[config.mk]
export PLATFORM = sky130hd
export DESIGN_NAME = adc_spi_sched
export DESIGN_NICKNAME = d
export VERILOG_FILES = /design/src/rtl/adc_spi_sched.sv
export SDC_FILE = /design/constraint.sdc
export NUM_CORES = 1
export LEC_CHECK = 0
export BUFFER_PORTS_ARGS = -buffer_cell sky130_fd_sc_hd__buf_2
export CAP_MARGIN = 30
export CORE_ASPECT_RATIO = 0.9
export CORE_MARGIN = 5
export CORE_UTILIZATION = 30
export DETAILED_ROUTE_END_ITERATION = 10
export GPL_ROUTABILITY_DRIVEN = 0
export HOLD_SLACK_MARGIN = 0.1
export PLACE_DENSITY = 0.51
export SYNTH_ARGS = -nofsm -noshare
export SYNTH_HDL_FRONTEND = slang
export SYNTH_SLANG_ARGS = --single-unit
[constraint.sdc]
create_clock -name i_clk -period 3.1 [get_ports i_clk]
set_input_delay 0.465 -clock i_clk [delete_from_list [all_inputs] [get_ports i_clk]]
set_output_delay 0.465 -clock i_clk [all_outputs]
set_load 0.01 [all_outputs]
[src/rtl/adc_spi_sched.sv]
// adc_spi_sched: arbitrates one SPI master between data-read frames from the
// sampling FSM and three-frame register accesses (enter config mode, access,
// exit config mode). Reads win over config; reads that arrive while the bus is
// busy are dropped and counted. Every wait for the SPI is bounded by a timeout.
module adc_spi_sched #(
   parameter int          P_TIMEOUT = 1000,
   parameter logic [23:0] P_ENTER   = 24'hBF_FF00,
   parameter logic [23:0] P_EXIT    = 24'h00_1401
) (
   input  logic        i_clk,
   input  logic        i_rst,
   input  logic        i_rd_req,
   output logic        o_rd_done,
   output logic        o_rd_drop,
   output logic [7:0]  o_drop_cnt,
   input  logic        i_cfg_req,
   input  logic        i_cfg_wr,
   input  logic [14:0] i_cfg_addr,
   input  logic [7:0]  i_cfg_wdata,
   output logic        o_cfg_busy,
   output logic        o_cfg_done,
   output logic        o_cfg_err,
   output logic [7:0]  o_cfg_rdata,
   output logic        o_spi_start,
   output logic        o_spi_mode,
   output logic [23:0] o_spi_tx,
   input  logic        i_spi_done,
   input  logic [7:0]  i_spi_rx,
   output logic        o_timeout,
   output logic [3:0]  o_state
);

   localparam int CW = $clog2(P_TIMEOUT + 1);

   typedef enum logic [3:0] {
      RST_EXIT  = 4'd0,
      RST_WAIT  = 4'd1,
      IDLE      = 4'd2,
      RD_START  = 4'd3,
      RD_WAIT   = 4'd4,
      ENT_START = 4'd5,
      ENT_WAIT  = 4'd6,
      ACC_START = 4'd7,
      ACC_WAIT  = 4'd8,
      EXT_START = 4'd9,
      EXT_WAIT  = 4'd10,
      CFG_END   = 4'd11
   } state_t;

   state_t         state, state_nx;
   logic [CW-1:0]  wait_cnt;
   logic           in_wait;
   logic           tmo_hit;
   logic           start_nx;
   logic           mode_nx;
   logic [23:0]    tx_nx;
   logic [23:0]    acc_frame;
   logic           dropped;

   // latched config request
   logic           busy_q;
   logic           wr_q;
   logic [14:0]    addr_q;
   logic [7:0]     wdata_q;

   // registered outputs / status
   logic           start_q;
   logic           mode_q;
   logic [23:0]    tx_q;
   logic           rd_fin;
   logic           rd_done_q;
   logic           drop_q;
   logic [7:0]     drop_cnt_q;
   logic           err_q;
   logic [7:0]     rdata_q;

   assign in_wait   = state inside {RST_WAIT, RD_WAIT, ENT_WAIT, ACC_WAIT, EXT_WAIT};
   // done on the same cycle as the last counted cycle takes precedence
   assign tmo_hit   = in_wait && !i_spi_done && (wait_cnt == CW'(P_TIMEOUT - 1));
   assign acc_frame = {~wr_q, addr_q, (wr_q ? wdata_q : 8'h00)};
   assign dropped   = i_rd_req && (state != IDLE);

   // state register
   always_ff @(posedge i_clk or posedge i_rst) begin
      if (i_rst) state <= RST_EXIT;
      else       state <= state_nx;
   end

   // next state plus the frame to launch when entering a start state
   always_comb begin
      state_nx = state;
      start_nx = 1'b0;
      mode_nx  = 1'b0;
      tx_nx    = '0;
      case (state)
         // the exit frame launches as we leave, so tx is valid with start
         RST_EXIT: begin
            state_nx = RST_WAIT;
            start_nx = 1'b1;
            mode_nx  = 1'b1;
            tx_nx    = P_EXIT;
         end
         RST_WAIT: begin
            if (i_spi_done || tmo_hit) state_nx = IDLE;
         end
         IDLE: begin
            if (i_rd_req) begin
               state_nx = RD_START;
               start_nx = 1'b1;
            end else if (busy_q) begin
               state_nx = ENT_START;
               start_nx = 1'b1;
               mode_nx  = 1'b1;
               tx_nx    = P_ENTER;
            end
         end
         RD_START:  state_nx = RD_WAIT;
         RD_WAIT: begin
            if (i_spi_done || tmo_hit) state_nx = IDLE;
         end
         ENT_START: state_nx = ENT_WAIT;
         ENT_WAIT: begin
            if (i_spi_done) begin
               state_nx = ACC_START;
               start_nx = 1'b1;
               mode_nx  = 1'b1;
               tx_nx    = acc_frame;
            end else if (tmo_hit) begin
               // skip the access but still leave config mode
               state_nx = EXT_START;
               start_nx = 1'b1;
               mode_nx  = 1'b1;
               tx_nx    = P_EXIT;
            end
         end
         ACC_START: state_nx = ACC_WAIT;
         ACC_WAIT: begin
            if (i_spi_done || tmo_hit) begin
               state_nx = EXT_START;
               start_nx = 1'b1;
               mode_nx  = 1'b1;
               tx_nx    = P_EXIT;
            end
         end
         EXT_START: state_nx = EXT_WAIT;
         EXT_WAIT: begin
            if (i_spi_done || tmo_hit) state_nx = CFG_END;
         end
         CFG_END:   state_nx = IDLE;
         default:   state_nx = RST_EXIT;
      endcase
   end

   // SPI launch registers and wait counter; tx/mode only change on a launch
   always_ff @(posedge i_clk or posedge i_rst) begin
      if (i_rst) begin
         start_q  <= 1'b0;
         mode_q   <= 1'b0;
         tx_q     <= '0;
         wait_cnt <= '0;
      end else begin
         start_q <= start_nx;
         if (start_nx) begin
            mode_q <= mode_nx;
            tx_q   <= tx_nx;
         end
         if (state_nx != state) wait_cnt <= '0;
         else if (in_wait)      wait_cnt <= wait_cnt + 1'b1;
      end
   end

   // read completion, drop accounting
   always_ff @(posedge i_clk or posedge i_rst) begin
      if (i_rst) begin
         rd_fin     <= 1'b0;
         rd_done_q  <= 1'b0;
         drop_q     <= 1'b0;
         drop_cnt_q <= '0;
      end else begin
         rd_fin    <= (state == RD_WAIT) && i_spi_done;
         rd_done_q <= rd_fin;
         drop_q    <= dropped;
         if (dropped && (drop_cnt_q != 8'hFF)) drop_cnt_q <= drop_cnt_q + 8'd1;
      end
   end

   // config request latch, error flag and read-data capture
   always_ff @(posedge i_clk or posedge i_rst) begin
      if (i_rst) begin
         busy_q  <= 1'b0;
         wr_q    <= 1'b0;
         addr_q  <= '0;
         wdata_q <= '0;
         err_q   <= 1'b0;
         rdata_q <= '0;
      end else begin
         // busy drops as CFG_END is entered so it is low alongside cfg_done
         if (state_nx == CFG_END) begin
            busy_q <= 1'b0;
         end else if (!busy_q && i_cfg_req) begin
            busy_q  <= 1'b1;
            wr_q    <= i_cfg_wr;
            addr_q  <= i_cfg_addr;
            wdata_q <= i_cfg_wdata;
         end
         // a timeout anywhere in the sequence is reported at CFG_END
         if (state == CFG_END)
            err_q <= 1'b0;
         else if (tmo_hit && (state inside {ENT_WAIT, ACC_WAIT, EXT_WAIT}))
            err_q <= 1'b1;
         if ((state == ACC_WAIT) && i_spi_done && !wr_q) rdata_q <= i_spi_rx;
      end
   end

   assign o_spi_start = start_q;
   assign o_spi_mode  = mode_q;
   assign o_spi_tx    = tx_q;
   assign o_rd_done   = rd_done_q;
   assign o_rd_drop   = drop_q;
   assign o_drop_cnt  = drop_cnt_q;
   assign o_cfg_busy  = busy_q;
   assign o_cfg_done  = (state == CFG_END);
   assign o_cfg_err   = err_q && (state == CFG_END);
   assign o_cfg_rdata = rdata_q;
   assign o_timeout   = tmo_hit;
   assign o_state     = state;

endmodule

==> out/qor.txt <==
========================================================================================
Hold violation count in the final report                                               0
Final wirelength                                                                12.02 mm
Clk sinks                                                                             85
Final nets                                                                           558
Num CTS Buffers                                                                        9
Maximum level of the CTS H-tree                                                        3
Num ports                                                                             89
Mean routed wirelength per cell                                                 16.64 um
Area share of and/or/nand/nor cells after synthesis                               0.1592
Number of pins with negative max-slew slack in the final report                        0
Min Clock Period, post-route                                                    2.706 ns
Length of routed wiring on met1                                                 5.632 mm
Clock-pin slew of the registers on the worst-case setup and hold paths           0.06 ns
Class of the most critical hold timing path                                 primary input to asynchronous set/reset pin
Largest family of logic cells by synthesized area                           compound AO/OA/AOI/OAI gates
Number of search-and-repair iterations in the first detailed-routing pass              4
Post-Synth XOR/XNOR Area                                                         0.03476
Maximum number of buffers from clock root to sink                                      2
F_max                                                                         0.3695 GHz
Height of the die                                                               126.7 um
Unrepaired setup endpoints after global routing                                       no
Count of cells along the worst register-to-register path                               6
Worst Path Max Fanout                                                                 25
Yosys warning total                                                                    0
Number of setup violations in the final report                                         0
Status                                                                      complete, no violations
Inserted Diodes                                                                        0
Slew at the pin with the worst max-slew slack                                  0.8430 ns
Detailed-route vias per instance                                                   4.907
Via count                                                                           3543
Global router's overall resource usage                                            0.1409
Global route total overflow                                                            0
Port Buf Inserts                                                                      88
Clock tree from TritonCTS                                                           done
Die ar.                                                                       17680 um^2
Final clock period utilization by the worst path                                  0.8730
FF-to-FF setup slack                                                             0.39 ns
Element type at the critical path start                                             flop
Net Count, Synth                                                                     473
Pre-CTS worst setup slack                                                      0.3960 ns
Fraction of the yosys area taken by sequential cells                              0.4690
Fin util                                                                          0.3743
Pin count of the biggest net entering global routing                                  48
Count of buffers added by post-CTS timing repair for setup                             0
Count of state elements after synthesis                                               85
Post-route antenna net violation count                                                 0
Violation count after the first detailed-routing iteration                           262
Hold-fix buffers at CTS                                                                0
Post-synthesis compound-gate area fraction                                        0.2246
Main flop type after synthesis                                                   dfrtp_1
Peak supply drop                                                                416.7 uV
Critical setup path kind                                                    flop to flop
Syn Std Cell Area                                                              4536 um^2
Top routing layer used                                                              met4
DP Area                                                                        5194 um^2
Max_slew headroom                                                                 0.4380
Relative area change from synthesis to final layout                               21.88%
Wire length of the first global-routing pass                                    19.91 mm
Detailed placer's ending HPWL                                                   8.156 mm
Setup skew after layout                                                      0.006750 ns
Fraction of registers with async set or reset after synthesis                      1.000
CTS-repair resized insts                                                               0
Root cell of the clock tree                                                    clkbuf_16
# Max-Cap Violations                                                                   0
Mux contribution to synthesized area                                             0.02676
Cell count after synthesis                                                           434
CP arrival                                                                       2.94 ns
Fin area                                                                       5528 um^2
Slack of the critical path                                                     0.3936 ns
Die W                                                                           139.6 um
Share of layout cells above drive strength 1                                      0.3282
Antenna violations before repair                                                       0
Crit path required time                                                          3.33 ns
Worst reg2reg startpoint                                                    o_state[2]$_DFF_PP0_
Number of enable flip-flop cells after synthesis                                       0
Initial Utilization                                                               0.3072
Power density cells                                                         1010 nW/um^2
WL met2                                                                         5.572 mm
Setup TNS after final layout                                                        0 ns
Later-pin clock latency in the skew report                                       0.35 ns
Kind of end point of the critical path                                              flop
Adder and majority cell fraction of the synthesized area                        0.005517
Fillcell total                                                                      1467
Cell variety after synth                                                              57
Met3 layer wire length in the routed design                                       621 um
Vias in the first global route                                                      3670
Number of rows in the core area                                                       42
Capture instance of the worst register-to-register path                     o_spi_tx[12]$_DFFE_PP0P_
Syn avg cell area                                                             10.45 um^2
DRC violations left                                                                    0
Floorplan Core Area                                                           14770 um^2
Leakage                                                                         2.694 nW
========================================================================================
[registers in the layout, summed over array words and instances (netlist names)]
| signal | count |
|---|---|
| addr_q | 15 |
| wr_q | 1 |
| err_q | 1 |
| wdata_q | 8 |
| o_cfg_rdata | 8 |
| rd_fin | 1 |
| o_spi_tx | 24 |
| o_rd_done | 1 |
| o_rd_drop | 1 |
| o_drop_cnt | 8 |
| o_state | 4 |
| wait_cnt | 10 |
| o_spi_start | 1 |
| o_spi_mode | 1 |
| o_cfg_busy | 1 |
[Yosys cell counts, types with 9 or more instances]
cell	count	share of area
o41ai_2	19	0.068
xnor2_1	10	0.019
nor2_1	39	0.032
nor2b_1	26	0.036
a221o_1	13	0.029
a31oi_1	26	0.036
buf_2	9	0.0099
dfrtp_1	85	0.47
nor3_2	11	0.024
nand2_1	15	0.012
clkbuf_1	13	0.011
inv_1	55	0.046
mux2_2	9	0.022
[worst max path at each step]
| stage | from | to | slack (ns) | cells after the start |
|---|---|---|---|---|
| 2_1_floorplan | i_rst | addr_q[0]$_DFFE_PP0P_ | 0.44 | 1 |
| 3_3_place_gp | o_state[2]$_DFF_PP0_ | o_spi_mode$_DFFE_PP0P_ | 0.47 | 6 |
| 3_5_place_dp | o_state[2]$_DFF_PP0_ | o_spi_mode$_DFFE_PP0P_ | 0.40 | 6 |
| 4_1_cts | o_state[2]$_DFF_PP0_ | o_spi_mode$_DFFE_PP0P_ | 0.39 | 6 |
| 5_1_grt | o_state[2]$_DFF_PP0_ | o_spi_tx[12]$_DFFE_PP0P_ | 0.16 | 6 |
| 6_report | o_state[2]$_DFF_PP0_ | o_spi_tx[12]$_DFFE_PP0P_ | 0.39 | 6 |
[routing by layer]
metal	vias up	GRT usage
li1	1715	-
met5	-	0
met1	1717	0.1885
met4	0	0.04501
met3	16	0.03952
met2	95	0.2223
[cells by family (layout without fill, tap and decap cells)]
group | after synthesis | in the layout
buf+inv | 84 | 174
mux | 11 | 11
xor+xnor | 18 | 18
flops | 85 | 85
fa+ha+maj | 2 | 2
compound gates | 107 | 107
simple gates | 127 | 127
[metrics by stage]
stage	power (W)	cells	hold slack, ns
final	0.005585	722	0.2014
after global routing	0.005992	722	0.2636
after CTS	0.005659	722	0.2245
after detailed placement	0.004425	706	0.3441
after global placement	0.004365	706	0.3363
after floorplan	0.003681	434	0.3312
[area by class of cell]
class / instances / area, um^2 / area share
Sequential cell: 85 / 2127 / 0.3848
Multi-Input combinational cell: 265 / 2049 / 0.3708
Timing Repair Buffer: 102 / 558.0 / 0.1010
Clock buffer: 11 / 252.7 / 0.04572
Tap cell: 198 / 247.7 / 0.04482
Inverter: 56 / 211.5 / 0.03825
Clock inverter: 5 / 81.33 / 0.01471
[worst max-delay path, cell delays in order, from the launching register on]
cell and delay [ns]:
dfrtp_1 0.71, xnor2_1 0.21, a21oi_1 0.16, a21o_2 0.27, a31oi_4 0.69, inv_1 0.27, o22a_1 0.27
[power by group]
part	internal (W)	total [W]	switching [W]
clock network	0.000751	0.00121	0.000454
logic	0.00104	0.00257	0.00153
registers	0.00149	0.00181	0.000323
total	0.00328	0.00559	0.00231
[placed cells by master (no fill, tap or decap), types with 9 or more instances in the layout]
cell	instances
xnor2_1	10
inv_1	54
a221o_1	13
nor3_2	11
clkbuf_16	9
dfrtp_1	85
nor2b_1	26
mux2_2	9
buf_4	13
a31oi_1	26
nor2_1	37
o41ai_2	19
nand2_1	15
buf_2	88
Note: power is estimated with default switching activity, not from simulation.
